$ cat src/rtl/argmax_stream.sv
`default_nettype none
// ============================================================================
// Module      : argmax_stream
// Description : Streaming top-2 argmax over DIM logits, LANES per beat; reports
//               winner, runner-up and their margin through a valid/ready output.
// Revision    : 1.0  initial release
// ============================================================================
module argmax_stream #(
    parameter int DATA_WIDTH = 16,
    parameter int DIM        = 10,
    parameter int LANES      = 2,
    parameter int IDXW       = (DIM <= 1) ? 1 : $clog2(DIM),
    parameter int SIGNED_CMP = 1
) (
    input  logic                        clk,
    input  logic                        reset,
    input  logic                        in_valid,
    output logic                        in_ready,
    input  logic [LANES*DATA_WIDTH-1:0] in_data,
    output logic                        out_valid,
    input  logic                        out_ready,
    output logic [IDXW-1:0]             out_idx,
    output logic [DATA_WIDTH-1:0]       out_max,
    output logic [IDXW-1:0]             out_idx2,
    output logic [DATA_WIDTH-1:0]       out_max2,
    output logic [DATA_WIDTH:0]         out_margin
);

    localparam int             NBEATS    = (DIM + LANES - 1) / LANES;
    localparam int             BW        = (NBEATS <= 1) ? 1 : $clog2(NBEATS);
    localparam logic [BW-1:0]  LAST_BEAT = BW'(NBEATS - 1);

    typedef enum logic [0:0] {
        ST_ACCUM = 1'b0,
        ST_HOLD  = 1'b1
    } state_t;

    state_t                  r_state;
    state_t                  w_state_nxt;
    logic [BW-1:0]           r_beat;
    logic [DATA_WIDTH-1:0]   r_best_val;
    logic [IDXW-1:0]         r_best_idx;
    logic                    r_best_vld;
    logic [DATA_WIDTH-1:0]   r_sec_val;
    logic [IDXW-1:0]         r_sec_idx;
    logic                    r_sec_vld;

    logic                    w_acc;
    logic                    w_last;
    logic [DATA_WIDTH-1:0]   w_lane [0:LANES-1];
    logic [IDXW-1:0]         w_lidx [0:LANES-1];
    logic                    w_lok  [0:LANES-1];

    logic [DATA_WIDTH-1:0]   w_bv  [0:LANES];
    logic [IDXW-1:0]         w_bi  [0:LANES];
    logic                    w_bok [0:LANES];
    logic [DATA_WIDTH-1:0]   w_sv  [0:LANES];
    logic [IDXW-1:0]         w_si  [0:LANES];
    logic                    w_sok [0:LANES];

    logic [DATA_WIDTH-1:0]   w_fin_sval;
    logic [IDXW-1:0]         w_fin_sidx;
    logic [DATA_WIDTH:0]     w_ext_b;
    logic [DATA_WIDTH:0]     w_ext_s;

    function automatic logic gt(input logic [DATA_WIDTH-1:0] a,
                                input logic [DATA_WIDTH-1:0] b);
        if (SIGNED_CMP != 0) begin
            return $signed(a) > $signed(b);
        end
        return a > b;
    endfunction

    // Only the final beat can carry lanes past DIM; earlier beats are always full.
    generate
        for (genvar k = 0; k < LANES; k++) begin : g_lane
            localparam int LAST_ELEM = (NBEATS - 1) * LANES + k;
            assign w_lane[k] = in_data[k*DATA_WIDTH +: DATA_WIDTH];
            assign w_lidx[k] = IDXW'(r_beat) * IDXW'(LANES) + IDXW'(k);
            assign w_lok[k]  = (LAST_ELEM < DIM) || (r_beat != LAST_BEAT);
        end
    endgenerate

    always_comb begin
        w_bv[0]  = r_best_val;
        w_bi[0]  = r_best_idx;
        w_bok[0] = r_best_vld;
        w_sv[0]  = r_sec_val;
        w_si[0]  = r_sec_idx;
        w_sok[0] = r_sec_vld;
        for (int k = 0; k < LANES; k++) begin
            w_bv[k+1]  = w_bv[k];
            w_bi[k+1]  = w_bi[k];
            w_bok[k+1] = w_bok[k];
            w_sv[k+1]  = w_sv[k];
            w_si[k+1]  = w_si[k];
            w_sok[k+1] = w_sok[k];
            if (w_lok[k]) begin
                if (!w_bok[k] || gt(w_lane[k], w_bv[k])) begin
                    w_bv[k+1]  = w_lane[k];
                    w_bi[k+1]  = w_lidx[k];
                    w_bok[k+1] = 1'b1;
                    w_sv[k+1]  = w_bv[k];
                    w_si[k+1]  = w_bi[k];
                    w_sok[k+1] = w_bok[k];
                end else if (!w_sok[k] || gt(w_lane[k], w_sv[k])) begin
                    w_sv[k+1]  = w_lane[k];
                    w_si[k+1]  = w_lidx[k];
                    w_sok[k+1] = 1'b1;
                end
            end
        end
    end

    // With a single element there is no runner-up; mirror the winner so margin is 0.
    always_comb begin
        w_fin_sval = w_sok[LANES] ? w_sv[LANES] : w_bv[LANES];
        w_fin_sidx = w_sok[LANES] ? w_si[LANES] : w_bi[LANES];
        if (SIGNED_CMP != 0) begin
            w_ext_b = {w_bv[LANES][DATA_WIDTH-1], w_bv[LANES]};
            w_ext_s = {w_fin_sval[DATA_WIDTH-1], w_fin_sval};
        end else begin
            w_ext_b = {1'b0, w_bv[LANES]};
            w_ext_s = {1'b0, w_fin_sval};
        end
    end

    always_comb begin
        w_state_nxt = r_state;
        in_ready    = 1'b0;
        out_valid   = 1'b0;
        case (r_state)
            ST_ACCUM: begin
                in_ready = 1'b1;
                if (in_valid && w_last) begin
                    w_state_nxt = ST_HOLD;
                end
            end
            ST_HOLD: begin
                out_valid = 1'b1;
                if (out_ready) begin
                    w_state_nxt = ST_ACCUM;
                end
            end
            default: w_state_nxt = ST_ACCUM;
        endcase
    end

    assign w_acc  = in_valid && (r_state == ST_ACCUM);
    assign w_last = (r_beat == LAST_BEAT);

    always_ff @(posedge clk) begin
        if (reset) begin
            r_state    <= ST_ACCUM;
            r_beat     <= '0;
            r_best_val <= '0;
            r_best_idx <= '0;
            r_best_vld <= 1'b0;
            r_sec_val  <= '0;
            r_sec_idx  <= '0;
            r_sec_vld  <= 1'b0;
            out_idx    <= '0;
            out_max    <= '0;
            out_idx2   <= '0;
            out_max2   <= '0;
            out_margin <= '0;
        end else begin
            r_state <= w_state_nxt;
            if (w_acc) begin
                if (w_last) begin
                    r_beat     <= '0;
                    r_best_vld <= 1'b0;
                    r_sec_vld  <= 1'b0;
                    out_idx    <= w_bi[LANES];
                    out_max    <= w_bv[LANES];
                    out_idx2   <= w_fin_sidx;
                    out_max2   <= w_fin_sval;
                    out_margin <= w_ext_b - w_ext_s;
                end else begin
                    r_beat     <= r_beat + BW'(1);
                    r_best_val <= w_bv[LANES];
                    r_best_idx <= w_bi[LANES];
                    r_best_vld <= w_bok[LANES];
                    r_sec_val  <= w_sv[LANES];
                    r_sec_idx  <= w_si[LANES];
                    r_sec_vld  <= w_sok[LANES];
                end
            end else if (out_valid && out_ready) begin
                r_beat     <= '0;
                r_best_vld <= 1'b0;
                r_sec_vld  <= 1'b0;
            end
        end
    end

endmodule
`default_nettype wire

$ cat config.mk
export PLATFORM = sky130hd
export DESIGN_NAME = argmax_stream
export DESIGN_NICKNAME = d
export VERILOG_FILES = /design/src/rtl/argmax_stream.sv
export SDC_FILE = /design/constraint.sdc
export NUM_CORES = 1
export LEC_CHECK = 0
export BUFFER_PORTS_ARGS = -buffer_cell sky130_fd_sc_hd__buf_2
export CORE_MARGIN = 3
export CORE_UTILIZATION = 30
export CTS_CLUSTER_DIAMETER = 40
export DETAILED_ROUTE_END_ITERATION = 8
export GPL_TIMING_DRIVEN = 1
export SYNTH_ARGS = -nofsm -noshare
export SYNTH_HDL_FRONTEND = slang
export SYNTH_SLANG_ARGS = --single-unit
$ cat constraint.sdc
create_clock -name clk -period 15.1 [get_ports clk]
set_input_delay 0 -clock clk [delete_from_list [all_inputs] [get_ports clk]]
set_output_delay 0 -clock clk [all_outputs]
set_load 0.05 [all_outputs]
# ---- After elaboration in Yosys (flattened, before gate mapping)
# Index checks and enable logic that the tools add are counted.
dict set report totals {
  inputBits 36
  ff_bits 103
  output_inout_bits 59
  word_cells 78
}
dict set report classes {
  eq_ne 1
  n_mux 39
  n_bitwise 2
  magnitude_cmp 6
  add_sub_neg 3
  reduce_logical 14
}
# cell n
set ops {}
lappend ops {{$mux W16} 7}
lappend ops {{$gt A16 B16 Y1} 6}
lappend ops {{$mux W4} 7}
lappend ops {{$mux W1} 21}
lappend ops {{$sub A16 B16 Y17} 1}
lappend ops {{$mux W3} 3}
lappend ops {{$add A4 B1 Y4 const B} 1}
lappend ops {{$logic_not A1 Y1} 4}
lappend ops {{$logic_or A1 B1 Y1} 4}
lappend ops {{$reduce_and A2 Y1} 2}
lappend ops {{$add A3 B1 Y3 const B} 1}
lappend ops {{$eq A3 B3 Y1 const B} 1}
lappend ops {{$logic_and A1 B1 Y1} 3}
lappend ops {{$not A1 Y1} 2}
lappend ops {{$pmux W1 S2} 1}
lappend ops {{$reduce_bool A2 Y1} 1}

# ---- Depth between registers and ports, before layout
# Gate-level depths: netlist of run 1.
dict set report logic_depth {
  depth_word 16
  mapped_depth 31
  ltp_nobuf 29
}

# ---- Worst setup path after synthesis of run 1
# OpenSTA, ideal clock, no wires.
dict set report synth_timing {
  kind {register -> register}
  from {register r_best_val[14]}
  to {register out_margin[16]}
  required_time_ps 14980
  setup_time_ps 120
  setup_slack_ps 8582
  path_stages_with_launch 32
  path_buffers 4
  arrival_time_ps 6398
  synth_period_minus_slack_ps 6518
  cell_sequence {dfxtp_1 -> inv_1 -> ha_1 -> and4_1 -> nand4_1 -> a21o_1 -> a21o_1 -> nand3_1 -> buf_2 -> clkbuf_1 -> clkbuf_1 -> a21oi_1 -> ha_1 -> nand3_1 -> o21bai_1 -> a311o_1 -> a211oi_1 -> nand2_1 -> buf_2 -> o32a_1 -> o21ai_1 -> nor2_1 -> ha_1 -> fa_1 -> nor2b_1 -> o21a_1 -> o21ai_0 -> a21oi_1 -> o21ai_0 -> o21ai_0 -> a21oi_1 -> o31a_1}
}
dict set report synth_between {
  elab_chain_cells 11
  word_cells_on_any_way 22
  classes_between {1 x add/sub; 4 x order compare; 12 x mux; 5 x reduce/logical}
}
# item line
set synth_rtl {}
lappend synth_rtl {{start, declared} 41} ;# logic [DATA_WIDTH-1:0] r_best_val;
lappend synth_rtl {{start signal, assigned} 181} ;# r_best_val <= w_bv[LANES];
lappend synth_rtl {{$gt A16 B16 Y1} 69} ;# return $signed(a) > $signed(b);
lappend synth_rtl {{$logic_or A1 B1 Y1} 99} ;# if (!w_bok[k] || gt(w_lane[k], w_bv[k])) begin
lappend synth_rtl {{$mux W16} 99}
lappend synth_rtl {{$gt A16 B16 Y1, on equally long branches} {71, 69}}
lappend synth_rtl {{$mux W1} 71} ;# return a > b;
lappend synth_rtl {{$mux W1} 99}
lappend synth_rtl {{$logic_or A1 B1 Y1} 106} ;# end else if (!w_sok[k] || gt(w_lane[k], w_sv[k])) begin
lappend synth_rtl {{$mux W16 / $mux W1 (equally long branches)} 106}
lappend synth_rtl {{$mux W16 / $mux W1 (equally long branches)} 99}
lappend synth_rtl {{$mux W16 *} 117} ;# w_fin_sval = w_sok[LANES] ? w_sv[LANES] : w_bv[LANES];
lappend synth_rtl {{net w_fin_sval[0]} 61} ;# logic [DATA_WIDTH-1:0] w_fin_sval;
lappend synth_rtl {{$sub A16 B16 Y17 *} 178} ;# out_margin <= w_ext_b - w_ext_s;
lappend synth_rtl {{end signal, assigned} 178}
lappend synth_rtl {{end, declared} 26} ;# output logic [DATA_WIDTH:0] out_margin
# Mark *: on every way through the listed nets, which the timed path passes. The rest lies on a longest branch. The select of a mux whose other input is x is not followed.
# A chain may end at the register's enable or synchronous reset.

# ---- Worst setup path in the final report of run 1
dict set report layout_timing {
  from {register r_best_val[15]}
  to {register out_margin[16]}
}
# Same word-level chain as after synthesis.

==> results of run 1 <==
-- worst register-to-register path, delay by kind of cell, from the launching register on --
kind / cells / cell delay [ps]
AO/OA/AOI/OAI: 13 / 2980
AND/OR/NAND/NOR: 7 / 2430
adder cells (fa/ha/maj): 4 / 1220
buffers and inverters: 3 / 1050
flip-flops: 1 / 390
multiplexers: 1 / 290
-- timing repair --
action,4_1_cts,5_1_grt
gates resized for setup,0,0
endpoints found under the setup margin,0,0
hold endpoints to repair,1,0
hold buffers,1,0
-- stage by stage --
| step | hold slack (ps) | cells |
|---|---|---|
| 6_report | 85.7 | 1281 |
| 4_1_cts | 73.5 | 1281 |
| 5_1_grt | 113 | 1281 |
| 3_3_place_gp | 326 | 1265 |
| 2_1_floorplan | 207 | 897 |
| 3_5_place_dp | 328 | 1265 |
-- layout by cell type (no fill, tap or decap), types with 23 or more instances in the layout --
cell type  netlist  layout
nor2_1          76      76
buf_2           11      94
nor2b_1         25      24
a21oi_1         55      55
nand3b_1        38      38
o21ai_0         61      61
ha_1            82      82
mux2i_1         36      36
a21o_1          23      23
o31ai_1         33      33
nand2_1         36      36
inv_1           62      62
or3_1           34      34
dfxtp_1        103     103
-- sequential cells by signal (all words and copies together), names as in the netlist --
name,count
r_sec_val,16
out_margin,17
r_sec_idx,4
r_best_idx,4
out_max,16
r_beat,3
r_best_vld,1
r_best_val,16
out_max2,16
r_sec_vld,1
out_idx2,4
out_idx,4
r_state,1
-- synth_stat cells (all sizes together) (13+ instances only) --
cell type / n
o21a: 14
buf: 13
nor2: 76
nor2b: 25
nand2: 36
a21oi: 55
mux2i: 36
o21ai: 68
nand3: 14
inv: 62
ha: 82
o32a: 16
clkbuf: 41
or3: 34
nand3b: 38
dfxtp: 103
o31ai: 33
a21o: 23
or2: 16
-- metal layers --
metal	track usage (%)	share of wire, %	up-vias
li1	-	-	3398
met1	26.9	50	3273
met2	27.1	43	235
met3	2.01	5.7	17
met4	4.11	1.0	0
met5	0	0	-
-- layout make-up --
type | count | area (um2)
Timing Repair Buffer | 104 | 548
Fill cell | 2505 | 15400
Inverter | 62 | 233
Clock inverter | 6 | 56.3
Tap cell | 319 | 399
Multi-Input combinational cell | 678 | 4830
Sequential cell | 103 | 2060
Clock buffer | 9 | 225
-- cells by family (layout without fill, tap and decap cells) --
group,count (synthesis),after routing,synth area share [%]
DFF,103,103,28.1
buffers and inverters,116,181,6.23
AOI/OAI and AO/OA,265,265,24.2
adders and majority gates,83,83,14.3
xor gates and xnor gates,6,6,0.717
and+or+nand+nor,285,285,21.1
muxes,39,39,5.38
-- where the power goes --
group / switching [uW] / internal, uW / leakage [uW] / total, uW
clock network: 119 / 114 / 0.000136 / 233
logic: 210 / 141 / 0.00268 / 351
registers: 10.5 / 285 / 0.000838 / 295
total: 339 / 540 / 0.00365 / 879
-- worst max-delay path by stage --
stage / end / start / slack, ps / cells past startpoint
after global placement: out_margin[16] / r_best_val[13] / 6830 / 27
after floorplan: out_margin[16] / r_best_val[14] / 8580 / 31
final: out_margin[16] / r_best_val[15] / 6640 / 28
after detailed placement: out_margin[16] / r_best_val[15] / 6780 / 28
after global routing: out_margin[16] / r_best_val[15] / 5870 / 27
after CTS: out_margin[16] / r_best_val[15] / 6740 / 28
==> metrics.yaml, run 1 <==
hold_path:
  holdPathEnd: "r_beat[2]"
  min_path_cells: 6
  hp-class: "in2reg"
  min-delay-start: "in_valid"
floorplanning:
  floorplan.initialDensity_pct: 30.9
  ios: 95
  die_h_um: 162
  row_count: 56
  core_area_um2: 23800
  die_area_um2: 26300
  die_w_um: 162
clock_network:
  insertion_delay_ps: 360
  cts_tree: "yes"
  clk_pin_slew_worst_paths_ps: 80
  htreeDepth: 3
  clock_sinks: 103
  numCtsBuffers: 9
  cts_buffer_depth: 2
  cts_root_buf: "clkbuf_16"
  post-cts-setup-buffers: 0
layout:
  final_cell_area_um2: 8360
  final_layout_size_suffix_gt1_share_pct: 14.3
  antenna_cells: 0
  area_growth_pct: 14.0
  fin_util_pct: 35.2
  final_net_count: 1077
timing:
  period_minus_slack_ps: 8460
  rsz0062_at_grt: "no"
  setup_tns_ps: 0
  postLayoutSetupSlackWorst_ps: 6640
  slew_headroom_pct: 12.2
  fmax_ghz: 0.118
  skew_ps: 11.2
  setup_viol: 0
  maxSlewViolCount: 0
  worstMarginPinSlew_ps: 1310
  period_share_pct: 56.0
  hold_viol: 0
global_routing:
  grtUsageTotal_pct: 17.8
  grt_max_degree: 61
  grt_pass1_vias: 6635
  overflow: 0
  grt_pass1_wl_um: 37200
  antenna_found_initial: 0
critical_path:
  r2r-start: "r_best_val[15]"
  reg2reg_slack_ps: 6640
  crit_buf_inv: 3
  reg2reg_depth: 28
  max_stage_delay_ps: 730
  crit_type: "reg2reg"
  crit_path_start_kind: "flip-flop"
  slowest_stage: "nand3_1"
  worst_r2r_endpoint: "out_margin[16]"
  worst_setup_path_end_kind: "flip-flop"
  crit_family: "compound AO/OA/AOI/OAI gates"
  cp_max_fo: 58
  cpMostUsedCell: "o21ai_0"
  critical_path_required_ps: 15350
  worstPathArrival_ps: 8710
synthesis:
  synth_nets: 1016
  synth_largest_area_cell: "dfxtp_1"
  postSynthCellCount: 897
  synth_flop_cell: "dfxtp_1"
  ys_warn_count: 0
  synth_edf_count: 0
  synthTopCellsByArea: "dfxtp_1 28%, ha_1 14%, mux2i_1 4.9%"
  synth.distinct_cells: 57
  synth_area_per_cell_um2: 8.17
  async_flop_share_pct: 0
  yosysSeqAreaShare_pct: 28.1
  netlist_area_um2: 7330
  synth_top_area_share_pct: 28.1
  synth-seq-cells: 103
pwr:
  ir_worst_vdd_mv: 0.0589
  p_per_area_nw_per_um2: 105
  p_leak_uw: 0.00365
  finalPower_uw: 879
placement:
  dpl_worst_slack_ps: 6780
  port_buffers: 94
  dp_hpwl_um: 17600
  placedInstanceArea_um2: 8070
  gp_routability_congestion: 0.901
flow_run:
  maxCapViolCount: 0
drt:
  vias: 6923
  firstDrtPassIters: 6
  wl_per_cell_um: 18.5
  drt_iter0_drc: 705
  routed_via_density: 5.40
  wl_um: 23700
  ant_nets: 0
  drc: 0
status:
  status: "completed"
No activity file was read; power rests on OpenSTA's default activity.
==> run 2: changes to the inputs <==
==> constraint.sdc (replaced) <==
create_clock -name clk -period 8.57 [get_ports clk]
set_input_delay 0 -clock clk [delete_from_list [all_inputs] [get_ports clk]]
set_output_delay 0 -clock clk [all_outputs]
set_load 0.05 [all_outputs]
==> run 2 against run 1 <==
  * Sequential power rose by 77%
  * Total power rose by 79%
  * Die area did not move
  * Maximum frequency rose by 15%
  * Routed wire length fell by 1.1%
  * Flip-flop and latch count did not move
  * Via count rose by 0.71%
  * First-iteration DRC count fell by 18%
  * Critical path type unchanged
  * Critical endpoint unchanged
  * Highest routed layer unchanged
==> metrics.yaml, run 2 (synthesis results as in run 1) <==
timing:
  period_minus_slack_ps: 7380
  maxSlewViolCount: 0
  hold_slack_ps: 89.7
  period_share_pct: 86.1
  rsz0062_at_grt: "no"
  setup_tns_ps: 0
  setup_viol: 0
  worstMarginPinSlew_ps: 675
  hold_viol: 0
  slew_headroom_pct: 55.0
  fmax_ghz: 0.136
  skew_ps: 14.7
global_routing:
  use_met2_pct: 25.9
  grt_max_degree: 73
  gr-usage-met3_pct: 1.66
  grt_use_met1_pct: 27.1
  antenna_found_initial: 0
  grtUsageTotal_pct: 17.6
  grt_pass1_wl_um: 36900
  grt_busiest_layer: "met1"
  overflow: 0
  grt_pass1_vias: 6597
drt:
  routed_via_density: 5.42
  drt_iter0_drc: 575
  wl_um: 23500
  drc: 0
  ant_nets: 0
  firstDrtPassIters: 5
  wl_per_cell_um: 18.2
  vias: 6972
floorplanning:
  row_count: 56
  ios: 95
  die_area_um2: 26300
  die_w_um: 162
  floorplan.initialDensity_pct: 30.9
  core_area_um2: 23800
  die_h_um: 162
pwr:
  ir_worst_vdd_mv: 0.0906
  p_per_area_nw_per_um2: 187
  p_leak_uw: 0.00369
placement:
  dp_hpwl_um: 17700
  port_buffers: 94
  gp_routability_congestion: 0.908
  placedInstanceArea_um2: 8100
  dp_cells: 1270
clock_network:
  clk_pin_slew_worst_paths_ps: 80
  cts_tree: "yes"
  insertion_delay_ps: 360
  numCtsBuffers: 9
  htreeDepth: 3
  cts_buffer_depth: 2
  cts_root_buf: "clkbuf_16"
  clock_sinks: 103
  post-cts-setup-buffers: 0
flow_run:
  maxCapViolCount: 0
layout:
  antenna_cells: 0
  largest_reg_flops: 17
  area_growth_pct: 14.8
  final_cell_area_um2: 8410
  final_common_cell: "dfxtp_1"
  layout.cells.non_filler: 1286
  final_cell_mix: "103 x dfxtp_1, 94 x buf_2, 82 x ha_1"
  multiInputGateArea_um2: 4830
  final_layout_size_suffix_gt1_share_pct: 14.8
  regMostFlops: "out_margin"
  layout.area.seq_um2: 2060
  final_net_count: 1082
  fillers: 2450
critical_path:
  cpMostUsedCell: "o21ai_0"
  worst_setup_path_end_kind: "flip-flop"
  max_stage_delay_ps: 470
  worstPathArrival_ps: 7620
  critical_path_required_ps: 8820
  cp_max_fo: 19
  crit_type: "reg2reg"
  slowest_stage: "o21ai_0"
  crit_path_start_kind: "flip-flop"
hold_path:
  hp-class: "in2reg"
status:
  status: "completed"
[run 2: cell count changes in the layout (fill, tap and decap cells not counted), sizes merged]
cell	before	now
clkinv	3	1
buf	103	108
inv	64	66
clkinvlp	1	0
bufinv	0	1
[run 2: final timing paths]
kind / endpoint / startpoint / slack, ps / cells after the start
hold / removal: r_beat[2] / in_valid / 90 / 6
hold reg to reg: out_margin[8] / out_margin[8] / 450 / 2
setup reg to reg: out_margin[16] / r_sec_val[5] / 1190 / 29
setup / recovery: out_margin[16] / r_sec_val[5] / 1190 / 29
[run 2: layout make-up]
type / count / area share [%]
clock buffers: 9 / 2.68
clock inverters: 6 / 0.907
inverters: 62 / 2.77
multi-input cells: 678 / 57.4
flip-flops and latches: 103 / 24.5
well taps: 319 / 4.74
repair buffers: 109 / 6.96
[run 2: where the power goes]
group | internal (uW) | switching [uW]
clock network | 231 | 208
logic | 249 | 362
registers | 501 | 20.1
[run 2: stage by stage]
step	power, uW	worst slack, ps	util (%)
6_report	1570	1190	35.4
5_1_grt	1670	670	35.4
4_1_cts	1580	1220	35.4
3_5_place_dp	1130	1280	34.1
3_3_place_gp	1120	1450	34.1
2_1_floorplan	970	2050	-
[run 2: routing by layer]
layer / share of wire [%] / wire [um] / vias to the layer above
met2: 42 / 9920 / 251
met3: 5.9 / 1390 / 23
li1: - / - / 3420
met5: 0 / 0 / -
met1: 50 / 11700 / 3278
met4: 1.7 / 394 / 0
[run 2: what timing repair did]
item,CTS,global route
hold endpoints to repair,1,0
hold buffers,1,0
resized for setup,0,0
[run 2: worst max-delay path, delay by kind of cell (launching register included)]
family	cells	cell delay, ps
AOI/OAI and AO/OA	17	3920
adders and majority gates	3	980
buffers and inverters	2	400
DFF	1	330
muxes	1	300
and+or+nand+nor	6	1320
